**src/rtl/cpu_pkg.sv**
```systemverilog
// Shared CPU definitions for the writeback stage: opcode encodings, widths
// and the writeback FSM state type.
package cpu_pkg;

  localparam int DATA_W   = 16;
  localparam int STACK_W  = 12;
  localparam int STATUS_W = 8;
  localparam int REG_N    = 8;
  localparam int OPCODE_W = 6;

  localparam logic [OPCODE_W-1:0] OP_MULT = 6'b100001;

  typedef enum logic [0:0] {
    WB_IDLE     = 1'b0,
    WB_WRITE_HI = 1'b1
  } wb_state_t;

endpackage

```
**src/rtl/regfile_8x16.sv**
```systemverilog
// General-purpose register file: one synchronous write port, two
// combinational read ports, asynchronous active-low clear of every entry.
module regfile_8x16 #(
  parameter int DATA_W = 16,
  parameter int REG_N  = 8,
  localparam int AW    = $clog2(REG_N)
) (
  input  logic              clk_i,
  input  logic              rst_ni,
  input  logic              we_i,
  input  logic [AW-1:0]     waddr_i,
  input  logic [DATA_W-1:0] wdata_i,
  input  logic [AW-1:0]     raddr1_i,
  input  logic [AW-1:0]     raddr2_i,
  output logic [DATA_W-1:0] rdata1_o,
  output logic [DATA_W-1:0] rdata2_o
);

  logic [DATA_W-1:0] mem_q [REG_N];

  always_ff @(posedge clk_i or negedge rst_ni) begin
    if (!rst_ni) begin
      for (int i = 0; i < REG_N; i++) begin
        mem_q[i] <= '0;
      end
    end else if (we_i) begin
      mem_q[waddr_i] <= wdata_i;
    end
  end

  assign rdata1_o = mem_q[raddr1_i];
  assign rdata2_o = mem_q[raddr2_i];

endmodule

```
**src/rtl/alu_writeback.sv**
```systemverilog
// Writeback stage after the ALU: owns the GPR file, status register and stack
// pointer; MULT high words take an extra cycle. Optional macro WB_BYPASS_EN.
module alu_writeback #(
  parameter int                    DATA_W       = cpu_pkg::DATA_W,
  parameter int                    REG_N        = cpu_pkg::REG_N,
  parameter int                    STACK_W      = cpu_pkg::STACK_W,
  parameter logic [STACK_W-1:0]    STACK_RESET  = '0,
  parameter logic [7:0]            STATUS_RESET = 8'h00,
  localparam int                   AW           = $clog2(REG_N)
) (
  input  logic               CLOCK,
  input  logic               RESET_N,
  input  logic               in_valid,
  output logic               in_ready,
  input  logic [5:0]         in_opcode,
  input  logic               in_wr_en,
  input  logic [AW-1:0]      in_wr_addr,
  input  logic [DATA_W-1:0]  in_aluout1,
  input  logic [DATA_W-1:0]  in_aluout2,
  input  logic [7:0]         in_status,
  input  logic               in_stack_we,
  input  logic [STACK_W-1:0] in_stack,
  input  logic [AW-1:0]      rd_addr1,
  input  logic [AW-1:0]      rd_addr2,
  output logic [DATA_W-1:0]  rd_data1,
  output logic [DATA_W-1:0]  rd_data2,
  output logic [7:0]         status_q,
  output logic [STACK_W-1:0] stack_q,
  output logic               busy
);

  import cpu_pkg::*;

  // Handshake: a result is taken on any rising edge where in_valid and
  // in_ready are both high; in_ready depends only on registered state, so
  // upstream may hold in_valid (with stable payload) until that edge.

  wb_state_t          state_q, state_d;
  logic [DATA_W-1:0]  hi_data_q, hi_data_d;
  logic [AW-1:0]      hi_addr_q, hi_addr_d;
  logic [7:0]         status_d;
  logic [STACK_W-1:0] stack_d;

  logic               accept;
  logic               rf_we;
  logic [AW-1:0]      rf_waddr;
  logic [DATA_W-1:0]  rf_wdata;
  logic [DATA_W-1:0]  rf_rdata1;
  logic [DATA_W-1:0]  rf_rdata2;

  assign in_ready = (state_q == WB_IDLE);
  assign busy     = (state_q == WB_WRITE_HI);
  assign accept   = in_valid & in_ready;

  always_ff @(posedge CLOCK or negedge RESET_N) begin
    if (!RESET_N) begin
      state_q   <= WB_IDLE;
      hi_data_q <= '0;
      hi_addr_q <= '0;
      status_q  <= STATUS_RESET;
      stack_q   <= STACK_RESET;
    end else begin
      state_q   <= state_d;
      hi_data_q <= hi_data_d;
      hi_addr_q <= hi_addr_d;
      status_q  <= status_d;
      stack_q   <= stack_d;
    end
  end

  always_comb begin
    state_d   = state_q;
    hi_data_d = hi_data_q;
    hi_addr_d = hi_addr_q;
    status_d  = status_q;
    stack_d   = stack_q;
    rf_we     = 1'b0;
    rf_waddr  = in_wr_addr;
    rf_wdata  = in_aluout1;
    case (state_q)
      WB_IDLE: begin
        if (accept) begin
          rf_we    = in_wr_en;
          status_d = in_status;
          if (in_stack_we) begin
            stack_d = in_stack;
          end
          // High word lands in the next register up, wrapping R7 -> R0.
          if ((in_opcode == OP_MULT) && in_wr_en) begin
            hi_data_d = in_aluout2;
            hi_addr_d = in_wr_addr + 1'b1;
            state_d   = WB_WRITE_HI;
          end
        end
      end
      WB_WRITE_HI: begin
        rf_we    = 1'b1;
        rf_waddr = hi_addr_q;
        rf_wdata = hi_data_q;
        state_d  = WB_IDLE;
      end
      default: begin
        state_d = WB_IDLE;
      end
    endcase
  end

  regfile_8x16 #(
    .DATA_W (DATA_W),
    .REG_N  (REG_N)
  ) u_regfile (
    .clk_i    (CLOCK),
    .rst_ni   (RESET_N),
    .we_i     (rf_we),
    .waddr_i  (rf_waddr),
    .wdata_i  (rf_wdata),
    .raddr1_i (rd_addr1),
    .raddr2_i (rd_addr2),
    .rdata1_o (rf_rdata1),
    .rdata2_o (rf_rdata2)
  );

`ifdef WB_BYPASS_EN
  // Forward whatever the register file is about to capture this cycle.
  assign rd_data1 = (rf_we && (rf_waddr == rd_addr1)) ? rf_wdata : rf_rdata1;
  assign rd_data2 = (rf_we && (rf_waddr == rd_addr2)) ? rf_wdata : rf_rdata2;
`else
  assign rd_data1 = rf_rdata1;
  assign rd_data2 = rf_rdata2;
`endif

endmodule
```
**config.mk**
```make
export PLATFORM = sky130hd
export DESIGN_NAME = alu_writeback
export DESIGN_NICKNAME = d
export VERILOG_FILES = /design/src/rtl/cpu_pkg.sv /design/src/rtl/regfile_8x16.sv /design/src/rtl/alu_writeback.sv
export SDC_FILE = /design/constraint.sdc
export NUM_CORES = 1
export LEC_CHECK = 0
export CORE_MARGIN = 8
export CORE_UTILIZATION = 33
export DETAILED_ROUTE_END_ITERATION = 8
export PLACE_DENSITY = 0.52
export SLEW_MARGIN = 10
export SYNTH_ARGS = -nofsm -noshare
export SYNTH_HDL_FRONTEND = slang
export SYNTH_SLANG_ARGS = --single-unit
export TNS_END_PERCENT = 5
```
**constraint.sdc**
```tcl
create_clock -name CLOCK -period 2.6 [get_ports CLOCK]
set_input_delay 0.39 -clock CLOCK [delete_from_list [all_inputs] [get_ports CLOCK]]
set_output_delay 0.39 -clock CLOCK [all_outputs]
set_load 0.01 [all_outputs]
```
==> results of run 1 <==
kinds of logic (layout without fill, tap and decap cells):
| group | after synthesis | in the layout | share of synthesized area |
|---|---|---|---|
| compound gates | 8 | 8 | 0.0176 |
| fa+ha+maj | 1 | 1 | 0.00144 |
| simple gates | 17 | 17 | 0.0173 |
| xor+xnor | 1 | 1 | 0.00101 |
| flops | 168 | 168 | 0.485 |
| mux | 279 | 279 | 0.450 |
| buf+inv | 38 | 193 | 0.0274 |
Yosys cell counts:
cell and n:
nand4b_4 1, or3_4 1, nor4bb_1 1, dfrtp_1 168, ha_1 1, buf_6 8
nand2b_1 1, nand4bb_1 1, mux2_2 204, buf_12 1, a22oi_2 2, nand3_1 2
nor3b_1 1, buf_2 12, nand2_1 2, buf_1 2, buf_4 1, nand3b_1 3
xor2_1 1, nor2b_1 1, clkbuf_1 11, a22oi_4 6, or3b_4 3, inv_1 3
mux4_2 64, mux2_4 10, mux2i_1 1
worst min-delay path by stage:
stage | from | to | depth (start not counted)
after global routing | RESET_N | u_regfile.mem_q[29]$_DFFE_PN0P_ | 1
after CTS | RESET_N | u_regfile.mem_q[29]$_DFFE_PN0P_ | 1
after detailed placement | RESET_N | u_regfile.mem_q[29]$_DFFE_PN0P_ | 1
final | RESET_N | u_regfile.mem_q[29]$_DFFE_PN0P_ | 1
after floorplan | RESET_N | busy$_DFF_PN0_ | 0
after global placement | RESET_N | hi_data_q[12]$_DFFE_PN0P_ | 1
cell type report:
| cell class | count | area share |
|---|---|---|
| Clock buffer | 21 | 0.0405 |
| Multi-Input combinational cell | 306 | 0.380 |
| Clock inverter | 8 | 0.0112 |
| Sequential cell | 168 | 0.378 |
| Tap cell | 335 | 0.0377 |
| Timing Repair Buffer | 161 | 0.152 |
| Inverter | 3 | 0.00101 |
where the power goes:
part	internal, uW	total (uW)	leakage [uW]	switching, uW
clock	1520	2540	0.000279	1020
sequential	3160	3540	0.00200	377
combinational	1420	2110	0.00212	688
total	6110	8190	0.00439	2080
metrics by stage:
stage / util / cells / hold slack (ns)
floorplan: - / 512 / 0.0944
global placement: 0.407 / 973 / 0.452
detailed placement: 0.407 / 973 / 0.463
CTS: 0.429 / 1002 / 0.00103
global route: 0.429 / 1002 / 0.0242
finish: 0.429 / 1002 / -0.0153
worst max-delay path: stages, from the launching register on:
cell and delay (ns):
dfrtp_1 0.40, mux4_2 0.47, mux2_2 0.33, clkdlybuf4s50_1 0.50
flip-flops by register name (all words and copies together), names as in the netlist:
name and flops:
u_regfile.mem_q 128, stack_q 12, hi_data_q 16, status_q 8, busy 1, hi_addr_q 3
per-layer routing:
layer	track usage	wire length (um)	vias up
met1	0.193	9890	2803
li1	-	-	2278
met4	0.0351	282	0
met2	0.253	11500	103
met3	0.0375	1110	21
met5	0	0	-
cells in the final DEF, fill, tap and decap left out, types with 2 or more instances in the layout:
cell type	instances
inv_1	3
nand3b_1	3
clkdlybuf4s50_1	120
a22oi_2	2
mux4_2	64
dfrtp_1	168
buf_12	15
mux2_2	204
nand2_1	2
buf_2	4
clkinv_4	2
clkinv_2	2
or3b_4	3
nand3_1	2
bufinv_16	3
buf_4	21
clkbuf_16	17
a22oi_4	6
clkbuf_1	3
mux2_4	10
==> impl_metrics.toml, run 1 <==
[synthesis]
synth-warning-count = 0
syn-cell-area_um2 = 8660
synth_area_per_cell_um2 = 16.9
synth_top_area_share = 0.485
synthCells = 512
synth_seq_cells = 168
synth_nets = 585
post-synth-top-area-cell = "dfrtp_1"
synth.top_cells.by_area = "dfrtp_1, mux2_2, mux4_2"
ys_seq_area_frac = 0.485
synth_cell_type_count = 27

[layout]
layout.area.seq_um2 = 4200
antenna-diode-count = 0
finalInstanceArea_um2 = 11100
multiInputGateArea_um2 = 4220
post_route_cells_drive_above_1_share = 0.537
area_delta_synth_final_pct = 28.4
design.final.nets = 730
filler_cell_count = 2285

[critical_path]
crit_path_end_kind = "output port"
regToRegStartpoint = "busy$_DFF_PN0_"
cp_max_fo = 3
worstRegToRegCells = 5
reg2reg_to = "u_regfile.mem_q[53]$_DFFE_PN0P_"
timing.setup.critical_path_class = "flip-flop to output port"
endpoint = "rd_data2[0]"
rrSetupSlack_ns = 0.49
critical_path.startpoint_type = "flip-flop"
setup.worst_path.start = "u_regfile.mem_q[0]$_DFFE_PN0P_"
worst_ep_required_time_ns = 2.21
worst-endpoint-arrival_ns = 2.12

[detailed_routing]
avgRoutedWirePerCell_um = 22.7
num_vias = 5205
avgViaCountPerCell = 5.19
starting_drt_drc_count = 238
ant_nets = 0
drt-total-wl_um = 22800
drt_first_pass_iters = 4
drc = 0

[placement]
port_buffers = 125
place_worst_setup_slack_ns = 0.133
dpl_cell_area_um2 = 10500
post-dp-hpwl_um = 15600
gpl.final_weighted_congestion = 0.725

[die]
fp.dieW_um = 178
initial_core_util = 0.334
coreArea_um2 = 25900
die_height_um = 178
die-area_um2 = 31700
floorplan.rows = 59
io-pin-count = 126

[timing]
max_slew_violations = 0
timing.final.crit_period_ns = 2.51
rsz0062_at_grt = "no"
final-setup-viol-count = 0
hold_viol_final = 18
clock-skew-final_ns = 0.0117
finalCritPeriodShare = 0.964
tightestPinTransition_ns = 0.694
hold-worst-slack_ns = -0.0153
fin_setup_tns_ns = 0
timing.slew.headroom = 0.537
final.setup.worst_slack_ns = 0.0941
max_freq_mhz = 399

[global_route]
grt_max_degree = 70
gr-usage-all-layers = 0.151
globalRouteOverflowTotal = 0
via_count_of_the_first_global_routing_pass = 5929
grt_pass1_wl_um = 35900
antenna_found_initial = 0

[clock_tree]
clock_insertion_delay_worst_skew_ns = 0.42
clk_transition_reported_paths_ns = 0.06
cts_root_buf = "clkbuf_16"
tritoncts_clock_tree = "done"
cts_post_setup_buffers_inserted = 0
number_of_instances_resized_during_post_cts_repair = 0
tritoncts_buffer_count = 17
clk_path_buf_depth = 2
cts_htree_levels = 4
sinks_on_clock_net = 168
post_cts_hold_buffer_count = 0

[pwr]
power-per-cell-area_nw_per_um2 = 736
totalPowerFinal_uw = 8190
ir_worst_vdd_mv = 0.346
p_leak_uw = 0.00439

[hold_path]
worstHoldPathType = "primary input to async pin"

[outcome]
violations = "negative hold slack"
outcome = "finished, violations left"

[flow_run]
maxCapViolations = 0
No activity file was read; power rests on OpenSTA's default activity.
==> inputs of run 2 (changes only) <==
Settings changed: CTS_BUF_LIST set to sky130_fd_sc_hd__clkbuf_8 sky130_fd_sc_hd__clkbuf_16, GPL_TIMING_DRIVEN set to 0.
==> impl_metrics.toml, run 2 (same netlist as run 1, synthesis figures left out) <==
[clock_tree]
tritoncts_clock_tree = "done"
clk_transition_reported_paths_ns = 0.07
cts_htree_levels = 4
cts_root_buf = "clkbuf_16"
cts_post_setup_buffers_inserted = 0
sinks_on_clock_net = 168
clock_insertion_delay_worst_skew_ns = 0.43
tritoncts_buffer_count = 17
clk_path_buf_depth = 2

[placement]
port_buffers = 121
post-place-cells = 969
post-dp-hpwl_um = 16100
place_worst_setup_slack_ns = -0.816
gpl.final_weighted_congestion = 0.729

[layout]
area_delta_synth_final_pct = 28.1
largest_register = "u_regfile.mem_q"
design.final.nets = 726
count_of_placed_standard_cells_in_the_final_layout_fillers_left_out = 1001
largest_register_ffs = 128
antenna-diode-count = 0
top_regs = "u_regfile.mem_q (128), hi_data_q (16), stack_q (12)"
post_route_cells_drive_above_1_share = 0.538
mostFrequentLayoutCell = "mux2_2"
final_cell_mix = "mux2_2, dfrtp_1, clkdlybuf4s50_1"

[timing]
timing.final.crit_period_ns = 2.57
final-setup-viol-count = 0
clock-skew-final_ns = 0.0128
max_slew_violations = 0
final.setup.worst_slack_ns = 0.0335
timing.slew.headroom = 0.544
rsz0062_at_grt = "yes"
hold_viol_final = 0
tightestPinTransition_ns = 0.685
max_freq_mhz = 390
finalCritPeriodShare = 0.987
fin_setup_tns_ns = 0

[outcome]
outcome = "completed"

[critical_path]
critical_path.startpoint_type = "primary input"
crit_path_max_incr_delay_ns = 0.51
cpMaxStageDelayCell = "mux4_2"
regToRegStartpoint = "busy$_DFF_PN0_"
cp_max_fo = 10
rrSetupSlack_ns = 0.16
worst-endpoint-arrival_ns = 2.18
worstRegToRegCells = 6
timing.setup.critical_path_class = "primary input to output port"
cp_cell_sequence = "clkbuf_2, buf_8, mux4_2, mux2_2, clkdlybuf4s50_1"
reg2reg_to = "u_regfile.mem_q[22]$_DFFE_PN0P_"
crit_path_end_kind = "output port"
worst_ep_required_time_ns = 2.21

[hold_path]
worstHoldPathType = "primary input to async pin"

[detailed_routing]
drt-total-wl_um = 23400
num_vias = 5103
drt_first_pass_iters = 4
avgRoutedWirePerCell_um = 23.4
drc = 0
ant_nets = 0
avgViaCountPerCell = 5.10
starting_drt_drc_count = 280

[die]
coreArea_um2 = 25900
io-pin-count = 126
die-area_um2 = 31700
fp.dieW_um = 178
die_height_um = 178
floorplan.rows = 59
initial_core_util = 0.334

[global_route]
gr-usage-all-layers = 0.154
via_count_of_the_first_global_routing_pass = 6051
globalRouteOverflowTotal = 0
grt_max_degree = 106
grt_pass1_wl_um = 36500
antenna_found_initial = 0

[pwr]
power_frac_clock = 0.324
power_frac_comb = 0.254
p_leak_uw = 0.00436
power-per-cell-area_nw_per_um2 = 753
p_int_uw = 6140
seq_power_share = 0.422
ir_worst_vdd_mv = 0.398
total_switching_power_uw = 2220
power.share.switching = 0.265

[flow_run]
maxCapViolations = 0
[run 2: changes by cell type in the layout (fill, tap and decap cells not counted), moves of 2 or more]
cell             previous run  this run
buf_4                      21         1
buf_12                     15         4
buf_6                       1         8
clkbuf_8                    1         7
inv_6                       0         6
buf_8                       0         4
clkbuf_2                    0         3
clkbuf_4                    0         3
clkbuf_1                    3         1
clkdlybuf4s50_1           120       118
clkinv_2                    2         0
[run 2: power by group through the flow]
stage	sequential (uW)	combinational, uW	clock (uW)
6_report	3530	2120	2710
5_1_grt	3610	2280	2910
4_1_cts	3520	2160	2790
3_5_place_dp	3570	2130	0
3_3_place_gp	3510	2080	0
2_1_floorplan	3470	1320	0
[run 2: worst max-delay path, delay by kind of cell]
kind / cells / cell delay, ns
buffers and inverters: 3 / 0.95
multiplexers: 2 / 0.82
[run 2: area by class of cell]
cell class	instances	area (um^2)
inverter	3	11.3
buffer	34	370
tap	335	419
fill	2324	14800
multi-input combinational	306	4220
clock buffer	18	439
timing repair buffer	123	1250
clock inverter	14	186
sequential	168	4200
[run 2: repair_timing]
action                                 4_1_cts  5_1_grt
gates resized for setup                     39       14
endpoints found under the hold margin       63        0
setup endpoints to repair                   33       24
hold buffers                                 1        0
pin swaps                                    0        0
[run 2: metrics by stage]
stage               hold WS, ns   util  power [uW]  cell area [um^2]
floorplan                0.0944      -        4780              8660
global placement          0.481  0.397        5590             10300
detailed placement        0.382  0.399        5700             10300
CTS                       0.504  0.427        8470             11100
global route              0.526  0.428        8790             11100
finish                    0.495  0.428        8360             11100
[run 2: worst max path at each step]
stage	cells past startpoint	slack, ns	start	to
final	5	0.03	rd_addr2[0]	rd_data2[12]
after floorplan	4	0.49	rd_addr1[0]	rd_data1[0]
after CTS	5	0.005	rd_addr2[0]	rd_data2[12]
after global routing	5	-0.02	rd_addr2[0]	rd_data2[0]
after detailed placement	5	-0.82	rd_addr1[1]	rd_data1[8]
after global placement	1	-5.92	RESET_N	u_regfile.mem_q[66]$_DFFE_PN0P_
[run 2: per-layer routing]
layer  routed length (um)  vias to the layer above  global-route usage
met3                 1020                       19              0.0379
met5                    0                        -                   0
met1                 9850                     2722               0.189
met4                  268                        0              0.0375
met2                12300                       95               0.267
li1                     -                     2267                   -
